**src/rtl/aud_play_sched.sv**
```systemverilog
// ---------------------------------------------------------------------------
// aud_play_sched
//
// Playback scheduler for the I2S DAC path. Walks a mono sample buffer held in
// external memory from address 0 up to i_end_addr (inclusive), fetching one
// sample per DACLRCK frame through a req/ack read port. Each sample is
// presented on both DAC channels together with the transmitter enable.
// Supports start/pause/resume/stop, fast-forward by skipping addresses, slow
// play by repeating samples, and reports memory underrun.
//
// Optional feature (compile-time macro):
//   AUD_PLAY_LOOP_EN  - when defined, reaching the end of the buffer pulses
//                       o_done and wraps back to address 0 instead of stopping.
//
// Ports:
//   i_bclk       WM8731 bit clock, sole clock
//   i_rst_n      synchronous active-low reset
//   i_start      start from idle / resume from pause (level)
//   i_pause      pause request
//   i_stop       stop and return to idle (highest priority)
//   i_slow       0 = fast/normal address skipping, 1 = slow sample repeat
//   i_speed      rate factor N (0..7)
//   i_end_addr   last valid sample address (inclusive)
//   i_daclrck    DAC LR clock; its falling edge marks a frame
//   o_mem_req    memory read request, held until i_mem_ack
//   o_mem_addr   memory read address
//   i_mem_ack    one-cycle ack, i_mem_data valid in the same cycle
//   i_mem_data   memory read data
//   o_dac_l/r    sample presented to the transmitter (identical channels)
//   o_player_en  transmitter enable
//   o_busy       high whenever not idle
//   o_done       one-cycle pulse at end of buffer
//   o_underrun   one-cycle pulse when a frame edge finds no fetched sample
//   o_cur_addr   address of the sample currently on o_dac_*
// ---------------------------------------------------------------------------
module aud_play_sched #(
  parameter int ADDR_W = 20,
  parameter int DATA_W = 16
) (
  input  logic              i_bclk,
  input  logic              i_rst_n,
  input  logic              i_start,
  input  logic              i_pause,
  input  logic              i_stop,
  input  logic              i_slow,
  input  logic [2:0]        i_speed,
  input  logic [ADDR_W-1:0] i_end_addr,
  input  logic              i_daclrck,
  output logic              o_mem_req,
  output logic [ADDR_W-1:0] o_mem_addr,
  input  logic              i_mem_ack,
  input  logic [DATA_W-1:0] i_mem_data,
  output logic [DATA_W-1:0] o_dac_l,
  output logic [DATA_W-1:0] o_dac_r,
  output logic              o_player_en,
  output logic              o_busy,
  output logic              o_done,
  output logic              o_underrun,
  output logic [ADDR_W-1:0] o_cur_addr
);

  typedef enum logic [1:0] {
    S_IDLE  = 2'd0,
    S_FETCH = 2'd1,
    S_WAIT  = 2'd2,
    S_PAUSE = 2'd3
  } state_t;

  state_t              state_q, state_d;
  logic [ADDR_W-1:0]   addr_q, addr_d;
  logic [2:0]          rep_q, rep_d;
  logic [DATA_W-1:0]   pend_q, pend_d;
  logic                pause_q, pause_d;
  logic                lrck_prev_q;
  logic [DATA_W-1:0]   dac_q, dac_d;
  logic [ADDR_W-1:0]   cur_addr_q, cur_addr_d;
  logic                player_en_q, player_en_d;
  logic                done_q, done_d;
  logic                underrun_q, underrun_d;

  logic                fe;
  logic [ADDR_W:0]     adv_addr;
  logic [2:0]          adv_rep;
  logic                past_end;

  // Frame edge: falling edge of DACLRCK against the registered previous level.
  assign fe = lrck_prev_q & ~i_daclrck;

  // Candidate next address/repeat count for the current transfer. One extra
  // address bit keeps a skip past the top of memory from wrapping to a small
  // address that would compare as "not yet at the end".
  always_comb begin
    adv_addr = {1'b0, addr_q};
    adv_rep  = 3'd0;
    if (!i_slow) begin
      adv_addr = {1'b0, addr_q} + {{(ADDR_W-2){1'b0}}, i_speed} + {{ADDR_W{1'b0}}, 1'b1};
    end else if (rep_q == i_speed) begin
      adv_addr = {1'b0, addr_q} + {{ADDR_W{1'b0}}, 1'b1};
    end else begin
      adv_rep  = rep_q + 3'd1;
    end
  end

  assign past_end = (adv_addr > {1'b0, i_end_addr});

  always_comb begin
    state_d     = state_q;
    addr_d      = addr_q;
    rep_d       = rep_q;
    pend_d      = pend_q;
    pause_d     = pause_q;
    dac_d       = dac_q;
    cur_addr_d  = cur_addr_q;
    player_en_d = player_en_q;
    done_d      = 1'b0;
    underrun_d  = 1'b0;

    if (i_stop) begin
      // Stop overrides everything, including an ack in the same cycle.
      state_d     = S_IDLE;
      addr_d      = '0;
      rep_d       = '0;
      pend_d      = '0;
      pause_d     = 1'b0;
      dac_d       = '0;
      cur_addr_d  = '0;
      player_en_d = 1'b0;
    end else begin
      case (state_q)
        S_IDLE: begin
          player_en_d = 1'b0;
          if (i_start) begin
            addr_d  = '0;
            rep_d   = '0;
            state_d = S_FETCH;
          end
        end

        S_FETCH: begin
          // A pause request is remembered; the fetch in flight still completes.
          if (i_pause) pause_d = 1'b1;
          // Frame edge before (or together with) the ack: nothing new to show.
          if (fe) underrun_d = 1'b1;
          if (i_mem_ack) begin
            pend_d  = i_mem_data;
            state_d = S_WAIT;
          end
        end

        S_WAIT: begin
          if (i_pause) pause_d = 1'b1;
          if (fe) begin
            if (pause_q || i_pause) begin
              state_d     = S_PAUSE;
              player_en_d = 1'b0;
            end else begin
              dac_d       = pend_q;
              cur_addr_d  = addr_q;
              player_en_d = 1'b1;
              rep_d       = adv_rep;
              if (past_end) begin
                done_d = 1'b1;
`ifdef AUD_PLAY_LOOP_EN
                addr_d  = '0;
                rep_d   = '0;
                state_d = S_FETCH;
`else
                state_d     = S_IDLE;
                player_en_d = 1'b0;
`endif
              end else begin
                addr_d  = adv_addr[ADDR_W-1:0];
                state_d = S_FETCH;
              end
            end
          end
        end

        S_PAUSE: begin
          player_en_d = 1'b0;
          // Pause outranks start when both are requested together.
          if (i_start && !i_pause) begin
            pause_d = 1'b0;
            state_d = S_WAIT;
          end
        end

        default: state_d = S_IDLE;
      endcase
    end
  end

  always_ff @(posedge i_bclk) begin
    if (!i_rst_n) begin
      state_q     <= S_IDLE;
      addr_q      <= '0;
      rep_q       <= '0;
      pend_q      <= '0;
      pause_q     <= 1'b0;
      lrck_prev_q <= 1'b0;
      dac_q       <= '0;
      cur_addr_q  <= '0;
      player_en_q <= 1'b0;
      done_q      <= 1'b0;
      underrun_q  <= 1'b0;
    end else begin
      state_q     <= state_d;
      addr_q      <= addr_d;
      rep_q       <= rep_d;
      pend_q      <= pend_d;
      pause_q     <= pause_d;
      lrck_prev_q <= i_daclrck;
      dac_q       <= dac_d;
      cur_addr_q  <= cur_addr_d;
      player_en_q <= player_en_d;
      done_q      <= done_d;
      underrun_q  <= underrun_d;
    end
  end

  assign o_mem_req   = (state_q == S_FETCH);
  assign o_mem_addr  = (state_q == S_FETCH) ? addr_q : '0;
  assign o_dac_l     = dac_q;
  assign o_dac_r     = dac_q;
  assign o_player_en = player_en_q;
  assign o_busy      = (state_q != S_IDLE);
  assign o_done      = done_q;
  assign o_underrun  = underrun_q;
  assign o_cur_addr  = cur_addr_q;

endmodule

```
**config.mk**
```make
export PLATFORM = sky130hd
export DESIGN_NAME = aud_play_sched
export DESIGN_NICKNAME = d
export VERILOG_FILES = /design/src/rtl/aud_play_sched.sv
export SDC_FILE = /design/constraint.sdc
export NUM_CORES = 1
export LEC_CHECK = 0
export CORE_UTILIZATION = 50
export DETAILED_ROUTE_END_ITERATION = 7
export HOLD_SLACK_MARGIN = 0.05
export PLACE_DENSITY = 0.81
export SLEW_MARGIN = 10
export SYNTH_ARGS = -nofsm -noshare
export SYNTH_HDL_FRONTEND = slang
export SYNTH_SLANG_ARGS = --single-unit
export TNS_END_PERCENT = 100
```
**constraint.sdc**
```tcl
create_clock -name i_bclk -period 8.2 [get_ports i_bclk]
set_clock_uncertainty 0.05 [all_clocks]
set_input_delay 0.82 -clock i_bclk [delete_from_list [all_inputs] [get_ports i_bclk]]
set_output_delay 0.82 -clock i_bclk [all_outputs]
set_load 0.02 [all_outputs]
```
==> reports/metrics.cfg <==
[setup_path]
critical_path_class = in -> reg
crit_chain = clkdlybuf4s50_1, inv_1, ha_1, inv_1, fa_1, a21oi_1, nor2_1, nor2_1, or3_1, or3_4, nand2_1, ha_1, nand4_1, or3_1, a211oi_1, or4b_1, a21oi_2, nand3_2, o41ai_1
crit_path_end = addr_q[12]
startpoint = i_speed[0]
cpMaxStageDelayCell = or4b_1
slowest_delay_ps = 560
r2r_slack_ps = 3210
crit_path_end_kind = flop
cp_max_fo = 12
critPathArrivalTime_ps = 5680
crit-reg2reg-launch = addr_q[0]
required_ps = 8400
reg2reg_depth = 18
r2r_end = addr_q[12]
critPathLaunchType = primary input

[floorplan]
die-area_mm2 = 0.00989
ioPinCount = 124
die_w_um = 99.4
core_mm2 = 0.00920
initial_utilization_pct = 51.6
row_count = 35
fp.dieH_um = 99.4

[cts]
ctsHoldBuffers = 0
cts_tree = done
cts.root.buffer_cell = clkbuf_8
cts_setup_buffers = 0
cts_sinks = 82
numCtsBuffers = 9
path_clk_slew_ps = 90
cts.repair.resized = 0
insertion_delay_ps = 360
clock_path_buffers = 2
htreeDepth = 3

[worst_hold_path]
holdCritPathClass = reg -> reg

[place]
pre_cts_slack_ps = 2430
port_buffers = 123
gp_congestion = 0.929
place_area_mm2 = 0.00584
hpwl_um = 9100
place_inst = 790

[power_and_ir_drop]
vdd_drop_max_v = 0.0000699
power_density_mw_per_mm2 = 129
p_leak_nw = 2.23
p_total_w = 0.000781

[sta]
hold_violations = 0
fmax_ghz = 0.183
rsz0062_at_grt = false
tns_ps = 0
slew_violations = 0
relSlewSlack_pct = 39.9
period_needed_ps = 5480
post-route-period-util_pct = 66.8
setup_viol = 0
layout_setup_ws_ps = 2720
worst_slew_pin_slew_ps = 902

[synth]
ys_seq_area_share_pct = 34.6
synthSimpleGateAreaFrac_pct = 24.6
syn-num-nets = 687
yosys.area.top_type_share_pct = 34.6
synthAdderAreaFrac_pct = 8.33
ys_ff_latch = 82
synth_compound_area_share_pct = 18.6
synthTopCellsByArea = dfxtp_1 (35%), nand2_1 (11%), ha_1 (7.9%)
syn_area_per_cell_um2 = 7.79
synth_top_cell_by_area = dfxtp_1
syn_inst = 609
synth_edf_count = 0
yosys.area_share.xor_xnor_pct = 4.53
synthArstFlopShare_pct = 0
synthDistinctLibCells = 64
synth_top_family_by_area = simple AND/OR/NAND/NOR gates
synth_area_mm2 = 0.00475
ys_warn_count = 0
synth_flop_cell = dfxtp_1
synth.area.mux_share_pct = 0.448

[cells_and_area]
fin_area_mm2 = 0.00604
final_cells = 806
layout-drive-gt1-share_pct = 6.04
area_growth_pct = 27.3
fill_cells = 791
antenna_cells = 0
fin_nets = 768

[grt]
overflow = 0
grt_usage_pct = 24.4
grt_max_degree = 65
antenna_found_initial = 0
grt_pass1_vias = 3990
grt_pass1_wl_um = 19300

[drt]
first_pass_iters = 5
viasPerCell = 5.60
drc = 0
wire_per_inst_um = 15.1
initialDrtViolationCount = 268
finalWirelength_um = 12200
ant_nets = 0
vias = 4511

[outcome]
outcome = finished, final reports clean

[flow_run]
drv_cap = 0

-- Yosys cell counts, types with 2 or more instances --
library cell	count
and4_1	2
a21oi_2	2
nor3_1	3
inv_1	32
a211oi_1	4
o21a_1	6
xor2_1	6
xor2_2	3
a31oi_1	3
o31ai_1	13
a41o_1	2
a31o_2	2
o211ai_1	7
a21oi_1	74
nand4_1	6
and3_1	5
clkbuf_1	23
buf_2	8
o21ai_0	9
and2_1	21
nor2b_1	4
o22ai_1	3
ha_1	30
nor4_1	2
buf_1	5
xnor2_1	13
nand2_1	138
a21o_1	4
buf_6	3
or3_1	3
nand2b_1	4
or2_2	2
nand3b_1	2
nor2_1	25
nand3_1	15
dfxtp_1	82
buf_4	16
-- power by group --
group,switching (W),internal [W]
Sequential,0.000000948,0.000399
Combinational,0.0000427,0.0000355
Clock,0.000151,0.000151
Total,0.000195,0.000586
-- critical path, delay by kind of cell --
family / cells / cell delay [ps]
compound gates: 4 / 970
fa+ha+maj: 3 / 650
buf+inv: 3 / 660
simple gates: 9 / 2550
-- worst min-delay path by stage --
stage | startpoint | to | cells past startpoint
6_report | pend_q[9] | o_dac_l[9] | 2
3_5_place_dp | o_cur_addr[4] | o_cur_addr[4] | 2
3_3_place_gp | pend_q[13] | o_dac_l[13] | 2
5_1_grt | o_cur_addr[0] | o_cur_addr[0] | 2
4_1_cts | o_cur_addr[4] | o_cur_addr[4] | 2
2_1_floorplan | pend_q[0] | o_dac_l[0] | 2
-- cells in the final DEF (no fill, tap or decap), drive strengths merged, types with 2 or more instances in the layout --
cell type and count:
xor2 9, o21a 6, o22ai 4, a31o 2, o41ai 2, a211oi 4, inv 34, nor3 4
or3 4, a21o 4, or2 2, nor4 4, clkinv 2, nand3 16, nand2 138, and3 5
nor2b 4, xnor2 13, o211ai 7, ha 30, dfxtp 82, o31ai 13, a21oi 76, clkdlybuf4s50 123
nor2 27, clkbuf 11, a31oi 3, buf 3, nand4 7, o21ai 10, nand2b 4, and4 2
nand3b 2, a41o 2, and2 22
-- area by class of cell --
type                       count  area (um^2)  share of cell area, %
clock inverter                 5         61.3                   1.01
inverter                      32          120                   1.99
sequential                    82         1640                   27.2
multi-input combinational    439         2680                   44.4
clock buffer                  11          141                   2.34
timing repair buffer         126         1250                   20.8
tap                          111          139                   2.30
-- per-layer routing --
metal,track usage (%),wire (um)
met1,34.3,5690
met2,38.6,5680
met3,3.51,624
met4,8.03,197
met5,0,0
-- sequential cells by signal, summed over array words and instances, names as in the netlist --
register,count
state_q,2
addr_q,20
lrck_prev_q,1
o_done,1
o_player_en,1
pause_q,1
rep_q,3
o_cur_addr,20
pend_q,16
o_dac_l,16
o_underrun,1
-- through the flow --
step	hold slack [ps]	utilization (%)
detailed placement	397	63.5
finish	407	65.7
CTS	408	65.7
global route	422	65.7
floorplan	382	-
global placement	387	63.5
-- logic make-up after synthesis --
family                   count (synthesis)
AND/OR/NAND/NOR                        245
buffers and inverters                   88
adder cells (fa/ha/maj)                 31
multiplexers                             2
XOR/XNOR                                22
AO/OA/AOI/OAI                          139
flip-flops                              82
(Power assumes the default switching activity.)
